`src/rtl/uart_program_loader_if.sv`:
```
// Byte-stream, memory-write and status bundle between a UART front end and the program loader.
interface uart_program_loader_if #(
  parameter int NUM_REGIONS   = 2,
  parameter int REGION_ADDR_W = 14,
  parameter int DATA_W        = 32
);
  logic                     iStartLoad;
  logic                     iRxValid;
  logic [7:0]               iRxByte;
  logic [NUM_REGIONS-1:0]   oWriteEnable;
  logic [REGION_ADDR_W-1:0] oWriteAddress;
  logic [DATA_W-1:0]        oWriteData;
  logic                     oCpuHold;
  logic                     oLoadDone;
  logic                     oError;
  logic [2:0]               oErrorCode;
  logic [15:0]              oWordCount;

  modport master (
    output iStartLoad, iRxValid, iRxByte,
    input  oWriteEnable, oWriteAddress, oWriteData, oCpuHold,
    input  oLoadDone, oError, oErrorCode, oWordCount
  );

  modport slave (
    input  iStartLoad, iRxValid, iRxByte,
    output oWriteEnable, oWriteAddress, oWriteData, oCpuHold,
    output oLoadDone, oError, oErrorCode, oWordCount
  );
endinterface

```
`src/rtl/uart_program_loader.sv`:
```
// Frames a UART byte stream into words and writes them to one of NUM_REGIONS memories,
// holding the CPU in reset while a session is active or has failed.
module uart_program_loader #(
  parameter int NUM_REGIONS    = 2,
  parameter int REGION_ADDR_W  = 14,
  parameter int DATA_W         = 32,
  parameter int TIMEOUT_CYCLES = 100_000_000
) (
  input logic            iFpgaClock,
  input logic            iFpgaResetN,
  uart_program_loader_if.slave bus
);
  localparam int BPW = DATA_W / 8;
  localparam int BIW = (BPW > 1) ? $clog2(BPW) : 1;
  localparam int TW  = (TIMEOUT_CYCLES > 1) ? $clog2(TIMEOUT_CYCLES) : 1;
  localparam logic [16:0] MAX_LEN = 17'(64'd1 << REGION_ADDR_W);

  localparam logic [3:0] IDLE       = 4'd0;
  localparam logic [3:0] WAIT_HDR   = 4'd1;
  localparam logic [3:0] GET_REGION = 4'd2;
  localparam logic [3:0] GET_LEN_LO = 4'd3;
  localparam logic [3:0] GET_LEN_HI = 4'd4;
  localparam logic [3:0] GET_DATA   = 4'd5;
  localparam logic [3:0] GET_CSUM   = 4'd6;
  localparam logic [3:0] DONE       = 4'd7;
  localparam logic [3:0] ERROR      = 4'd8;

  logic [3:0]               state_r;
  logic [2:0]               region_r;
  logic [7:0]               len_lo_r;
  logic [16:0]              len_r;
  logic [16:0]              word_idx_r;
  logic [BIW-1:0]           byte_idx_r;
  logic [DATA_W-1:0]        shift_r;
  logic [7:0]               csum_r;
  logic [TW-1:0]            timeout_r;
  logic                     frame_seen_r;
  logic [NUM_REGIONS-1:0]   we_r;
  logic [REGION_ADDR_W-1:0] addr_r;
  logic [DATA_W-1:0]        data_r;
  logic                     hold_r;
  logic                     done_r;
  logic                     err_r;
  logic [2:0]               code_r;
  logic [15:0]              wc_r;
  logic [DATA_W-1:0]        word_next_s;
  logic [16:0]              len_in_s;

  // Little-endian assembly: each new byte enters at the top and earlier bytes slide down.
  assign word_next_s = (shift_r >> 8) | (DATA_W'(bus.iRxByte) << (DATA_W - 8));
  assign len_in_s    = {1'b0, bus.iRxByte, len_lo_r};

  // Session FSM, word assembly, write strobe and status registers.
  always_ff @(posedge iFpgaClock or negedge iFpgaResetN) begin
    if (!iFpgaResetN) begin
      state_r      <= IDLE;
      region_r     <= 3'd0;
      len_lo_r     <= 8'd0;
      len_r        <= 17'd0;
      word_idx_r   <= 17'd0;
      byte_idx_r   <= '0;
      shift_r      <= '0;
      csum_r       <= 8'd0;
      timeout_r    <= '0;
      frame_seen_r <= 1'b0;
      we_r         <= '0;
      addr_r       <= '0;
      data_r       <= '0;
      hold_r       <= 1'b0;
      done_r       <= 1'b0;
      err_r        <= 1'b0;
      code_r       <= 3'd0;
      wc_r         <= 16'd0;
    end else begin
      we_r <= '0;
      if (bus.iStartLoad) begin
        state_r      <= WAIT_HDR;
        hold_r       <= 1'b1;
        done_r       <= 1'b0;
        err_r        <= 1'b0;
        code_r       <= 3'd0;
        wc_r         <= 16'd0;
        frame_seen_r <= 1'b0;
        timeout_r    <= '0;
      end else begin
        case (state_r)
          IDLE, DONE, ERROR: begin
          end
          default: begin
            if (bus.iRxValid) begin
              timeout_r <= '0;
              case (state_r)
                WAIT_HDR: begin
                  if (bus.iRxByte == 8'hA5) begin
                    state_r <= GET_REGION;
                  end else if (bus.iRxByte == 8'h5A) begin
                    state_r <= DONE;
                    done_r  <= 1'b1;
                    hold_r  <= 1'b0;
                  end else begin
                    state_r <= ERROR;
                    err_r   <= 1'b1;
                    code_r  <= 3'd5;
                  end
                end
                GET_REGION: begin
                  if (bus.iRxByte >= 8'(NUM_REGIONS)) begin
                    state_r <= ERROR;
                    err_r   <= 1'b1;
                    code_r  <= 3'd1;
                  end else begin
                    region_r <= bus.iRxByte[2:0];
                    state_r  <= GET_LEN_LO;
                  end
                end
                GET_LEN_LO: begin
                  len_lo_r <= bus.iRxByte;
                  state_r  <= GET_LEN_HI;
                end
                GET_LEN_HI: begin
                  if ((len_in_s == 17'd0) || (len_in_s > MAX_LEN)) begin
                    state_r <= ERROR;
                    err_r   <= 1'b1;
                    code_r  <= 3'd2;
                  end else begin
                    len_r      <= len_in_s;
                    word_idx_r <= 17'd0;
                    byte_idx_r <= '0;
                    csum_r     <= 8'd0;
                    state_r    <= GET_DATA;
                  end
                end
                GET_DATA: begin
                  shift_r <= word_next_s;
                  csum_r  <= csum_r ^ bus.iRxByte;
                  if (byte_idx_r == BIW'(BPW - 1)) begin
                    byte_idx_r <= '0;
                    we_r       <= NUM_REGIONS'(1) << region_r;
                    addr_r     <= word_idx_r[REGION_ADDR_W-1:0];
                    data_r     <= word_next_s;
                    word_idx_r <= word_idx_r + 17'd1;
                    if (wc_r != 16'hFFFF) begin
                      wc_r <= wc_r + 16'd1;
                    end
                    if (word_idx_r == len_r - 17'd1) begin
                      state_r <= GET_CSUM;
                    end
                  end else begin
                    byte_idx_r <= byte_idx_r + BIW'(1);
                  end
                end
                GET_CSUM: begin
                  if (bus.iRxByte == csum_r) begin
                    frame_seen_r <= 1'b1;
                    state_r      <= WAIT_HDR;
                  end else begin
                    state_r <= ERROR;
                    err_r   <= 1'b1;
                    code_r  <= 3'd3;
                  end
                end
                default: begin
                  state_r <= IDLE;
                end
              endcase
            end else if (timeout_r == TW'(TIMEOUT_CYCLES - 1)) begin
              // An idle header wait only ends the session once something was loaded.
              timeout_r <= '0;
              if (state_r == WAIT_HDR) begin
                if (frame_seen_r) begin
                  state_r <= DONE;
                  done_r  <= 1'b1;
                  hold_r  <= 1'b0;
                end
              end else begin
                state_r <= ERROR;
                err_r   <= 1'b1;
                code_r  <= 3'd4;
              end
            end else begin
              timeout_r <= timeout_r + TW'(1);
            end
          end
        endcase
      end
    end
  end

  assign bus.oWriteEnable  = we_r;
  assign bus.oWriteAddress = addr_r;
  assign bus.oWriteData    = data_r;
  assign bus.oCpuHold      = hold_r;
  assign bus.oLoadDone     = done_r;
  assign bus.oError        = err_r;
  assign bus.oErrorCode    = code_r;
  assign bus.oWordCount    = wc_r;
endmodule

```
`src/flat_wrapper.sv`:
```
// flat-port wrapper written by rule: the top's interface ports become plain ports
module uart_program_loader_flat 
#(
  parameter int NUM_REGIONS    = 2,
  parameter int REGION_ADDR_W  = 14,
  parameter int DATA_W         = 32,
  parameter int TIMEOUT_CYCLES = 100_000_000
)
  (iFpgaClock, iFpgaResetN, bus_iStartLoad, bus_iRxValid, bus_iRxByte, bus_oWriteEnable, bus_oWriteAddress, bus_oWriteData, bus_oCpuHold, bus_oLoadDone, bus_oError, bus_oErrorCode, bus_oWordCount);
  uart_program_loader_if #(.NUM_REGIONS(NUM_REGIONS), .REGION_ADDR_W(REGION_ADDR_W), .DATA_W(DATA_W)) bus_i ();
  input logic iFpgaClock;
  input logic iFpgaResetN;
  input wire logic [$bits(bus_i.iStartLoad)-1:0] bus_iStartLoad;
  input wire logic [$bits(bus_i.iRxValid)-1:0] bus_iRxValid;
  input wire logic [$bits(bus_i.iRxByte)-1:0] bus_iRxByte;
  output wire logic [$bits(bus_i.oWriteEnable)-1:0] bus_oWriteEnable;
  output wire logic [$bits(bus_i.oWriteAddress)-1:0] bus_oWriteAddress;
  output wire logic [$bits(bus_i.oWriteData)-1:0] bus_oWriteData;
  output wire logic [$bits(bus_i.oCpuHold)-1:0] bus_oCpuHold;
  output wire logic [$bits(bus_i.oLoadDone)-1:0] bus_oLoadDone;
  output wire logic [$bits(bus_i.oError)-1:0] bus_oError;
  output wire logic [$bits(bus_i.oErrorCode)-1:0] bus_oErrorCode;
  output wire logic [$bits(bus_i.oWordCount)-1:0] bus_oWordCount;
  assign bus_i.iStartLoad = bus_iStartLoad;
  assign bus_i.iRxValid = bus_iRxValid;
  assign bus_i.iRxByte = bus_iRxByte;
  assign bus_oWriteEnable = bus_i.oWriteEnable;
  assign bus_oWriteAddress = bus_i.oWriteAddress;
  assign bus_oWriteData = bus_i.oWriteData;
  assign bus_oCpuHold = bus_i.oCpuHold;
  assign bus_oLoadDone = bus_i.oLoadDone;
  assign bus_oError = bus_i.oError;
  assign bus_oErrorCode = bus_i.oErrorCode;
  assign bus_oWordCount = bus_i.oWordCount;
  uart_program_loader #(.NUM_REGIONS(NUM_REGIONS), .REGION_ADDR_W(REGION_ADDR_W), .DATA_W(DATA_W), .TIMEOUT_CYCLES(TIMEOUT_CYCLES)) u_core (.iFpgaClock(iFpgaClock), .iFpgaResetN(iFpgaResetN), .bus(bus_i));
endmodule
```
`config.mk`:
```
export PLATFORM = sky130hd
export DESIGN_NAME = uart_program_loader_flat
export DESIGN_NICKNAME = d
export VERILOG_FILES = /design/src/rtl/uart_program_loader_if.sv /design/src/rtl/uart_program_loader.sv /design/src/flat_wrapper.sv
export SDC_FILE = /design/constraint.sdc
export NUM_CORES = 1
export LEC_CHECK = 0
export BUFFER_PORTS_ARGS = -buffer_cell sky130_fd_sc_hd__buf_2
export CORE_MARGIN = 3
export CORE_UTILIZATION = 36
export DETAILED_ROUTE_END_ITERATION = 10
export PLACE_DENSITY = 0.62
export SETUP_SLACK_MARGIN = 0.4
export SYNTH_ARGS = -nofsm -noshare
export SYNTH_HDL_FRONTEND = slang
export SYNTH_SLANG_ARGS = --single-unit
```
`constraint.sdc`:
```
create_clock -name iFpgaClock -period 5.15 [get_ports iFpgaClock]
set_input_delay 0.2575 -clock iFpgaClock [delete_from_list [all_inputs] [get_ports iFpgaClock]]
set_output_delay 0.2575 -clock iFpgaClock [all_outputs]
set_load 0.03 [all_outputs]
```
After elaboration in Yosys (flattened, before gate mapping)
Cells that the tools add are included.
- logic and storage cells: 170
- register bits: 188
- input port bits: 12
- output and inout port bits: 70
- bitwise logic cells: 6
- magnitude comparators: 2
- add/subtract/negate cells: 5
- reductions and logical operators: 26
- multiplexer cells: 82
- shift operators: 1
- equal/unequal tests: 30
- operator list (operator ; count):
    $mux 27 ; 4
    $mux 16 ; 6
    $mux 4 ; 13
    $mux 17 ; 2
    $pmux 17 s2 ; 1
    $mux 1 ; 33
    $or 24x32->32 ; 1
    $mux 3 ; 10
    $reduce_and 5->1 ; 6
    $add 27x1->27 const B ; 1
    $eq 27x27->1 const B ; 1
    $pmux 4 s6 ; 1
    $ne 4x3->1 const B ; 5
    $add 17x1->17 const B ; 1
    $eq 17x17->1 ; 1
    $logic_not 17->1 ; 1
    $sub 16x1->17 const B ; 1
    $add 16x1->16 const B ; 1
    $eq 4x3->1 const B ; 4
    $gt 16x15->1 const B ; 1
    $ne 16x16->1 const B ; 1
    $pmux 8 s2 ; 1
    $reduce_bool 2->1 ; 8
    $mux 2 ; 7
    29 further kinds ; 41

Longest topological paths before layout
Gate-level depths: netlist of the first run.
- depth after elaboration: 8
- depth in mapped cells: 10

Least setup slack after synthesis of the first run
Ideal clock, no wire load.
- path kind: register to register
- from: register u_core.len_r[0]
- to: register u_core.state_r[2]
- arrival time: 2.761 ns
- slack: 2.271 ns
- clock period less this slack: 2.879 ns
- path buffers: 1
- data required time: 5.032 ns
- library setup time: 0.118 ns
- cell stages (with the launch flop): 11
- cell sequence: dfrtp_1 inv_1 ha_1 buf_4 or3b_4 or4_1 a211o_1 a2111oi_2 o2111ai_1 o31a_1 a21o_1
- word-level cells in the longest chain between the ends: 4
- ends and longest elaborated chain (what ; RTL line ; text):
    start: declaration ; uart_program_loader.sv:31 ; logic [16:0] len_r;
    start signal: assignment ; uart_program_loader.sv:126 ; len_r <= len_in_s;
    $sub 16x1->17 ; uart_program_loader.sv:145 ; if (word_idx_r == len_r - 17'd1) begin
    $eq 17x17->1 ; uart_program_loader.sv:145 ;
    $ne 4x3->1 (no source line) ; n/a ;
    $reduce_and 5->1 (no source line) ; n/a ;
    end signal: assignment ; uart_program_loader.sv:146 ; state_r <= GET_CSUM;
    end signal: assignment ; uart_program_loader.sv:155 ; state_r <= WAIT_HDR;
    end signal: assignment ; uart_program_loader.sv:157 ; state_r <= ERROR;
    end: declaration ; uart_program_loader.sv:28 ; logic [3:0] state_r;
No other way between the ends.
A chain may end at the register's enable or synchronous reset.

Worst setup path after layout of the first run
- from: register u_core.state_r[2]
- to: register u_core.wc_r[14] (netlist: u_core.bus.oWordCount[14])
- word-level cells in the longest chain between the ends: 4
- elaborated cells between the ends (all ways): 8
- ends and longest elaborated chain (what ; RTL line ; text):
    start signal: assignment ; uart_program_loader.sv:56 ; state_r <= IDLE;
    start signal: assignment ; uart_program_loader.sv:77 ; state_r <= WAIT_HDR;
    start signal: assignment ; uart_program_loader.sv:95 ; state_r <= GET_REGION;
    $eq 4x3->1 (tied with other cells) ; uart_program_loader.sv:86 ; case (state_r)
    $reduce_or 3->1 ; uart_program_loader.sv:86 ;
    $ne 2x2->1 (no source line) ; n/a ;
    $reduce_and 5->1 (no source line) (*) ; n/a ;
    end signal: assignment ; uart_program_loader.sv:143 ; wc_r <= wc_r + 16'd1;
    end: declaration ; uart_program_loader.sv:45 ; logic [15:0] wc_r;
Every way passes the cells marked *; elsewhere a longest branch is shown, timed or not.

==> results.toml, run 1 <==
[placed_design]
io_buffers = 81
place_ws_ps = 1840
dp_cells = 1243
dpl.hpwl_um = 14000
routabilityCongestion = 0.890
dpl-instance-area_um2 = 9390

[critical_path]
crit_buf_inv = 0
path_delay_family = "compound AO/OA/AOI/OAI gates"
required_ps = 5440
path_cells = "nor2b_1, nand3b_1, a311o_1, a2111oi_0, nand3_1, xor2_1, nor2_1"
arrival_ps = 3620
cp_max_fo = 15
cp_slowest_stage_delay_ps = 930
worst_setup_path_end_kind = "flop"
critical_path.startpoint_type = "flop"
slowest_stage = "a2111oi_0"
worstSetupPathType = "flop to flop"

[clock_network]
clockRootBuffer = "clkbuf_16"
ctsHtreeMaxLevel = 4
cts_sinks = 180
cts_tree = "done"
numCtsBuffers = 17
clockBufferDepth = 2
path_clk_slew_ps = 80
clkLatencyLatePin_ps = 440
ctsResizeCount = 0

[timing]
period_needed_ps = 3320
relSlewSlack_pct = 21.2
timing.final.crit_share_pct = 64.5
fin_setup_tns_ps = 0
final_hold_viol_count = 0
fin_ws_ps = 1830
skew_ps = 15.2
grt_setup_unrepaired = "no"
fmax_mhz = 301
worstMarginPinSlew_ps = 1180
drv_slew = 0
whs_ps = 162
setup_viol = 0

[drt]
vias_per_cell = 5.23
drt_iter0_markers = 460
wl_um = 20700
routedWlPerCell_um = 16.3
vias = 6670
drt-pass1-iter-count = 5
route.detailed.drc = 0
postRouteAntennaNets = 0

[floorplan]
ios = 82
die-area_um2 = 26200
core_area_um2 = 23700
start_util_pct = 37.0
placementRows = 56
die_h_um = 162
die_w_um = 162

[yosys]
yosysWarnings = 0
syn-num-nets = 906
ys.flop_type = "dfrtp_1"
syn_area_um2 = 8750
ys_types = 67
async_flop_share_pct = 100
ys_ff_latch = 180
yosysSeqAreaShare_pct = 51.5
synth_edf_count = 0
syn-mean-instance-area_um2 = 9.85
synthCells = 889

[layout]
final_cells = 1276
nNetsFinal = 961
fin_util_pct = 42.3
final_common_cell = "dfrtp_1"
mostFrequentLayoutCells = "dfrtp_1, nand2_1, buf_2, nor2_1, mux2_2"
area_growth_pct = 14.5
antenna_cells = 0
fin_area_um2 = 10000
drive_gt1_share_pct = 19.4

[global_route]
grt_pass1_wl_um = 35100
grt_use_total_pct = 16.5
antenna_found_initial = 0
grt.overflow.total = 0
grt_max_degree = 103
grt_pass1_vias = 6537

[pwr]
p_per_area_nw_per_um2 = 381
leakage_nw = 4.80
peakVddDrop_v = 0.000210
total_power_mw = 3.81

[min_path]
worst_hold_path_type = "primary input to flop"

[status]
status = "finished clean"

[job]
drv_cap = 0
sequential cells by signal (all words and copies together), names as in the netlist:
register,flops
u_core.bus.oWriteData,32
u_core.bus.oError,1
u_core.bus.oCpuHold,1
u_core.bus.oWriteAddress,14
u_core.frame_seen_r,1
u_core.len_lo_r,8
u_core.bus.oWordCount,16
u_core.timeout_r,27
u_core.csum_r,8
u_core.region_r,3
u_core.byte_idx_r,2
u_core.len_r,16
u_core.state_r,4
u_core.word_idx_r,17
u_core.bus.oErrorCode,3
u_core.bus.oLoadDone,1
u_core.shift_r,24
u_core.bus.oWriteEnable,2
routing by layer:
layer | GRT usage [%] | part of all wire, % | up-vias
met1 | 23.1 | 47 | 3315
met4 | 5.04 | 1.3 | 0
met5 | 0 | 0 | -
met2 | 26.3 | 48 | 141
li1 | - | - | 3196
met3 | 2.86 | 3.6 | 18
worst paths after layout:
| check | startpoint | endpoint | slack (ps) | depth (start not counted) |
|---|---|---|---|---|
| setup / recovery | u_core.state_r[2]$_DFFE_PN0P_ | u_core.bus.oWordCount[14]$_DFFE_PN0P_ | 1830 | 7 |
| hold / removal | bus_iRxByte[4] | u_core.len_r[12]$_DFFE_PN0P_ | 160 | 3 |
| setup reg to reg | u_core.state_r[2]$_DFFE_PN0P_ | u_core.bus.oWordCount[14]$_DFFE_PN0P_ | 1830 | 7 |
| hold reg to reg | u_core.shift_r[8]$_DFFE_PN0P_ | u_core.shift_r[8]$_DFFE_PN0P_ | 470 | 2 |
| max in group asynchronous | iFpgaResetN | u_core.timeout_r[16]$_DFFE_PN0N_ | 3470 | 3 |
| min in group asynchronous | iFpgaResetN | u_core.bus.oWriteAddress[7]$_DFFE_PN0P_ | 500 | 2 |
tightest hold or removal path, stage by stage:
cell,delay (ps)
buf_2,180
nand2_1,80
nand2_1,40
where the power goes:
part	switching, mW	internal, mW
Clock	0.680	0.671
Sequential	0.200	1.58
Combinational	0.403	0.277
kinds of logic after synthesis:
kind of cell	count (synthesis)	share of synthesized area, %
simple gates	411	22.7
flops	180	51.5
compound gates	106	7.89
xor+xnor	68	6.96
buf+inv	62	2.94
mux	57	7.29
fa+ha+maj	5	0.715
layout make-up:
type	count	area [um^2]
fillers	2372	13700
flip-flops and latches	180	4500
multi-input cells	647	4000
repair buffers	86	452
clock buffers	17	425
well taps	319	399
clock inverters	15	200
inverters	12	45.0
cell usage after synthesis (4+ instances only):
| cell type | count | area [um^2] |
|---|---|---|
| dfrtp_1 | 180 | 4500 |
| nand2_1 | 160 | 601 |
| nor2_1 | 79 | 297 |
| mux2_2 | 54 | 608 |
| o21ai_0 | 48 | 240 |
| xor2_1 | 35 | 307 |
| clkbuf_1 | 34 | 128 |
| nand3_1 | 32 | 160 |
| xnor2_1 | 32 | 280 |
| nor3_1 | 27 | 135 |
| nand4_1 | 22 | 138 |
| a21oi_1 | 16 | 80.1 |
| inv_1 | 11 | 41.3 |
| nand2b_1 | 11 | 68.8 |
| nor4_1 | 11 | 68.8 |
| or3_1 | 10 | 62.6 |
| and3_1 | 9 | 56.3 |
| buf_1 | 8 | 30.0 |
| or4_1 | 8 | 60.1 |
| nor2b_1 | 6 | 37.5 |
| a21o_1 | 5 | 37.5 |
| buf_2 | 5 | 25.0 |
| ha_1 | 5 | 62.6 |
| nand3b_1 | 5 | 37.5 |
| nor4b_1 | 5 | 43.8 |
| and2_1 | 4 | 25.0 |
| and4_1 | 4 | 35.0 |
| o31ai_1 | 4 | 30.0 |
timing repair:
item	in CTS	in global routing
hold buffers	1	0
setup buffers	0	0
hold endpoints to repair	33	0
setup endpoints to repair	0	0
(Power assumes the default switching activity.)
==> inputs of run 2 (changes only) <==
Clock period 5.15 ns to 3.3 ns, I/O delays scaled along.
==> run 2 against run 1 <==
Routed wire length decreased by 1.7%; non-clock buffer count increased by 11; critical endpoint is now u_core.state_r[2]$_DFFE_PN0P_; sequential power increased by 57%; largest cell class unchanged; hold slack got worse by 79 ps; setup slack got worse by 1300 ps; clock-buffer cell count unchanged.
==> results.toml, run 2 (same netlist as run 1, synthesis figures left out) <==
[status]
status = "finished clean"

[drt]
wl_um = 20400
drt-pass1-iter-count = 5
routedWlPerCell_um = 15.8
drt_iter0_markers = 483
route.detailed.drc = 0
vias_per_cell = 5.15
postRouteAntennaNets = 0
vias = 6624

[clock_network]
cts_tree = "done"
ctsHtreeMaxLevel = 4
clockBufferDepth = 2
path_clk_slew_ps = 70
clockRootBuffer = "clkbuf_16"
cts_sinks = 180
numCtsBuffers = 17
clkLatencyLatePin_ps = 440

[critical_path]
path_cells = "inv_1, ha_1, or3b_4, or4_1, a211o_1, a2111oi_4, o2111ai_2, o31a_1, a21o_1"
arrival_ps = 3110
path_delay_family = "compound AO/OA/AOI/OAI gates"
worstSetupPathType = "flop to flop"
slowest_stage = "or4_1"
crit_buf_inv = 1
worst_setup_path_end_kind = "flop"
cp_slowest_stage_delay_ps = 480
cp_max_fo = 4
required_ps = 3620
critical_path.startpoint_type = "flop"

[timing]
final_hold_viol_count = 0
period_needed_ps = 2790
whs_ps = 82.9
timing.final.crit_share_pct = 84.5
fmax_mhz = 359
setup_viol = 0
relSlewSlack_pct = 34.1
fin_setup_tns_ps = 0
skew_ps = 15.7
worstMarginPinSlew_ps = 989
drv_slew = 0
grt_setup_unrepaired = "no"

[global_route]
grt_use_total_pct = 16.0
grt.overflow.total = 0
grt_pass1_wl_um = 34000
antenna_found_initial = 0
grt_max_degree = 92
grt_pass1_vias = 6392

[layout]
final_common_cell = "dfrtp_1"
fin_util_pct = 42.9
nNetsFinal = 972
area_growth_pct = 16.1
drive_gt1_share_pct = 20.7
largest_reg_flops = 32
antenna_cells = 0
fin_area_um2 = 10200
mostFrequentLayoutCells = "dfrtp_1, nand2_1, buf_2, nor2_1, mux2_2"

[floorplan]
die-area_um2 = 26200
ios = 82
die_w_um = 162
core_area_um2 = 23700
placementRows = 56
die_h_um = 162
start_util_pct = 37.0

[job]
drv_cap = 0

[pwr]
combPwrFrac_pct = 18.4
p_seq_share_pct = 46.5
p_int_mw = 3.99
peakVddDrop_v = 0.000304
leakage_nw = 4.87
switching_share_pct = 33.5
p_sw_mw = 2.01
p_per_area_nw_per_um2 = 589
p_clk_share_pct = 35.1

[placed_design]
routabilityCongestion = 0.904
dpl-instance-area_um2 = 9480
io_buffers = 81
dpl.hpwl_um = 13900

[min_path]
worst_hold_path_type = "primary input to flop"
run 2: changes by cell type in the layout (fill, tap and decap cells not counted), moves of 2 or more:
cell      previous run  this run
nor4b_1              5         3
buf_12               0         3
nor4b_2              0         2
clkinv_8             6         3
buf_4                4        12
inv_6                1         3
run 2: tightest hold or removal path: stages:
cell and delay, ps:
buf_2 180, nand2_1 80, nand2_1 50
run 2: layout make-up:
class	count	area, um^2
Fill cell	2358	13500
Multi-Input combinational cell	647	4030
Clock inverter	15	193
Timing Repair Buffer	97	572
Sequential cell	180	4500
Inverter	12	45.0
Tap cell	319	399
Clock buffer	17	425
run 2: repair_timing:
| item | CTS | global route |
|---|---|---|
| setup endpoints to repair | 1 | 4 |
| endpoints found under the hold margin | 89 | 0 |
| gates resized for setup | 2 | 2 |
| pin swaps | 2 | 5 |
| hold buffers | 1 | 0 |
| buffers inserted | 1 | 2 |
run 2: metal layers:
layer  global-route usage (%)  routed length (um)  vias up
li1                         -                   -     3211
met1                     22.6               10000     3265
met2                     25.3                9290      130
met3                     2.93                 780       18
met4                     4.61                 288        0
met5                        0                   0        -
run 2: power groups by stage:
stage	Sequential [mW]	Clock [mW]	Combinational [mW]
3_3_place_gp	2.81	0	1.05
6_report	2.79	2.10	1.10
3_5_place_dp	2.82	0	1.07
5_1_grt	2.84	2.25	1.25
2_1_floorplan	2.71	0	0.841
4_1_cts	2.78	2.16	1.09
run 2: final timing paths:
| check | slack (ps) | end | cells after the start | start |
|---|---|---|---|---|
| setup / recovery | 510 | u_core.state_r[2]$_DFFE_PN0P_ | 9 | u_core.len_r[1]$_DFFE_PN0P_ |
| hold / removal | 80 | u_core.len_r[11]$_DFFE_PN0P_ | 3 | bus_iRxByte[3] |
| setup reg to reg | 510 | u_core.state_r[2]$_DFFE_PN0P_ | 9 | u_core.len_r[1]$_DFFE_PN0P_ |
| hold reg to reg | 470 | u_core.bus.oWriteEnable[1]$_DFF_PN0_ | 1 | u_core.region_r[2]$_DFFE_PN0P_ |
| max in group asynchronous | 2110 | u_core.frame_seen_r$_DFFE_PN0P_ | 3 | iFpgaResetN |
| min in group asynchronous | 390 | u_core.bus.oWriteAddress[12]$_DFFE_PN0P_ | 2 | iFpgaResetN |
run 2: through the flow:
stage	power [mW]	setup slack, ps	instances
detailed placement	3.89	339	1251
global route	6.34	415	1287
finish	5.99	511	1287
CTS	6.02	409	1285
floorplan	3.55	421	889
global placement	3.86	421	1251
==> inputs of run 3 (changes only) <==
Settings changed: ABC_AREA set to 1, PLACE_DENSITY 0.62 to 0.64.
Clock period 3.3 ns to 2.3 ns, I/O delays scaled along.
==> run 3 against run 2 <==
Routed wire length grew 18%; sequential cell count stayed put; sequential share of layout area is 3.7 points lower; critical path depth is 5 higher; clock-buffer cell count unchanged; non-clock buffer count increased by 30; sequential power up 35%; setup slack lost 150 ps; final cell count grew 24%; first-iteration DRC count increased by 23%; critical endpoint is now u_core.state_r[0]$_DFFE_PN0P_; highest routed layer is now met5.
==> results.toml, run 3 <==
[floorplan]
die_w_um = 164
die_h_um = 164
placementRows = 57
ios = 82
start_util_pct = 36.9
die-area_um2 = 27000
core_area_um2 = 24500

[drt]
wl_um = 24000
drt_iter0_markers = 592
route.detailed.drc = 0
drt-pass1-iter-count = 5
vias_per_cell = 5.01
postRouteAntennaNets = 0
vias = 8000
routedWlPerCell_um = 15.1

[yosys]
ys_types = 41
syn-mean-instance-area_um2 = 7.92
synthAdderAreaFrac_pct = 0.692
ys_ff_latch = 180
yosysMostFrequentCell = "nand2_1"
synth_area_leaders = "dfrtp_1, nand2_1, inv_1"
synth_edf_count = 0
synth-xor-area-share_pct = 2.91
async_flop_share_pct = 100
synth_compound_area_share_pct = 10.6
ys_top_cells_by_count = "nand2_1, dfrtp_1, inv_1"
yosys.area_share.simple_pct = 28.0
yosysWarnings = 0
ys.flop_type = "dfrtp_1"
synthCells = 1141
synthMuxAreaShare_pct = 0.997
yosys.area.top_type = "dfrtp_1"
synth_top_family_by_area = "simple AND/OR/NAND/NOR gates"
syn-num-nets = 1158
synth_top_area_share_pct = 49.8
syn_area_um2 = 9040
yosysSeqAreaShare_pct = 49.8

[global_route]
antenna_found_initial = 2
grt_pass1_wl_um = 37600
grt_max_degree = 63
grt_use_total_pct = 17.3
grt_pass1_vias = 7400
grt.overflow.total = 0

[timing]
setup_viol = 0
final_hold_viol_count = 0
fin_ws_ps = 361
whs_ps = 18.9
fmax_mhz = 516
relSlewSlack_pct = 65.5
drv_slew = 0
fin_setup_tns_ps = 0
worstMarginPinSlew_ps = 513
grt_setup_unrepaired = "yes"
timing.final.crit_share_pct = 84.3
skew_ps = 13.6
period_needed_ps = 1940

[clock_network]
cts_sinks = 180
numCtsBuffers = 17
clockBufferDepth = 2
cts_tree = "done"
clockRootBuffer = "clkbuf_16"
ctsHtreeMaxLevel = 4
path_clk_slew_ps = 70
clkLatencyLatePin_ps = 430

[placed_design]
dpl.hpwl_um = 16100
io_buffers = 81
routabilityCongestion = 0.928
dp_cells = 1536
place_ws_ps = 138

[status]
status = "finished clean"

[layout]
antenna_cells = 0
nNetsFinal = 1277
mostFrequentLayoutCells = "nand2_1, dfrtp_1, inv_1, o21ai_0"
largest_reg_flops = 32
n_fill_cell = 2410
area_growth_pct = 23.0
drive_gt1_share_pct = 20.8
final_common_cell = "nand2_1"
final_cells = 1596

[critical_path]
cp_max_fo = 5
critical_path.startpoint_type = "flop"
r2r_slack_ps = 360
worst_setup_path_end_kind = "flop"
required_ps = 2620
worstSetupPathType = "flop to flop"
arrival_ps = 2260

[pwr]
combPwrFrac_pct = 20.2
p_per_area_nw_per_um2 = 770
total_power_mw = 8.56
p_sw_mw = 2.80
peakVddDrop_v = 0.000555
switching_share_pct = 32.7
leakage_nw = 5.22
p_seq_share_pct = 44.0
p_clk_share_pct = 35.8
p_int_mw = 5.76

[job]
drv_cap = 0

[min_path]
worst_hold_path_type = "primary input to flop"
run 3: cell count changes after synthesis, moves of 11 or more:
| cell | before | now |
|---|---|---|
| a21oi_1 | 16 | 28 |
| clkbuf_1 | 34 | 16 |
| inv_1 | 11 | 114 |
| mux2_2 | 54 | 0 |
| nand2_1 | 160 | 320 |
| nand2b_1 | 11 | 0 |
| nand3_1 | 32 | 72 |
| nor2_1 | 79 | 100 |
| o21ai_0 | 48 | 83 |
| o21ai_1 | 2 | 49 |
| xnor2_1 | 32 | 10 |
| xor2_1 | 35 | 20 |
run 3: final cells by class:
cell class / instances / area [um^2] / area share, %
inverter: 125 / 483 / 4.34
timing repair buffer: 127 / 850 / 7.64
clock buffer: 17 / 425 / 3.83
clock inverter: 14 / 186 / 1.68
sequential: 180 / 4510 / 40.6
tap: 324 / 405 / 3.65
timing repair inverter: 1 / 7.51 / 0.0675
multi-input combinational: 808 / 4240 / 38.2
run 3: path summary, 6_finish.rpt:
path / cells past startpoint / startpoint / end
max in group asynchronous: 3 / iFpgaResetN / u_core.word_idx_r[1]$_DFFE_PN0P_
hold reg to reg: 1 / u_core.region_r[1]$_DFFE_PN0P_ / u_core.bus.oWriteEnable[0]$_DFF_PN0_
min in group asynchronous: 2 / iFpgaResetN / u_core.bus.oWordCount[2]$_DFFE_PN0P_
hold / removal: 3 / bus_iRxByte[1] / u_core.shift_r[25]$_DFFE_PN0P_
setup reg to reg: 14 / u_core.len_r[2]$_DFFE_PN0P_ / u_core.state_r[0]$_DFFE_PN0P_
setup / recovery: 14 / u_core.len_r[2]$_DFFE_PN0P_ / u_core.state_r[0]$_DFFE_PN0P_
run 3: kinds of logic after synthesis:
| family | Yosys count |
|---|---|
| xor+xnor | 30 |
| flops | 180 |
| mux | 8 |
| fa+ha+maj | 5 |
| compound gates | 180 |
| buf+inv | 157 |
| simple gates | 581 |
run 3: critical path, cell delays in order (launching register included):
cell and delay, ps:
dfrtp_2 450, nor2_4 160, nand2_1 120, nor2_1 170
nand3_1 140, nand2_1 100, nand2_1 50, nand2_1 60
nand2_1 50, nor2_1 120, nand2_1 100, nand2_4 110
nand2_4 80, nand2_1 70, nand2_1 50
run 3: routing by layer:
metal | share of wire [%] | GRT usage, %
met4 | 1.6 | 4.42
met5 | 0.087 | 0
met2 | 47 | 28.3
met3 | 5.5 | 4.16
met1 | 46 | 23.1
run 3: power groups by stage:
stage               logic [mW]  clock network [mW]  registers, mW
global placement          1.54                   0           3.78
global route              1.96                3.26           3.80
floorplan                 1.04                   0           3.82
detailed placement        1.55                   0           3.79
finish                    1.73                3.06           3.76
CTS                       1.60                3.14           3.74
run 3: repair_timing:
| item | 4_1_cts | 5_1_grt |
|---|---|---|
| hold buffers | 1 | 0 |
| setup buffers | 3 | 19 |
| setup endpoints to repair | 92 | 133 |
| cloned | 0 | 6 |
| endpoints found under the hold margin | 41 | 0 |
| gates resized for setup | 26 | 74 |
| pin swaps | 1 | 11 |
run 3: metrics by stage:
stage | util (%) | area [um^2]
after floorplan | - | 9040
after global placement | 40.5 | 9900
after detailed placement | 40.5 | 9900
after CTS | 43.5 | 10600
after global routing | 45.4 | 11100
final | 45.4 | 11100
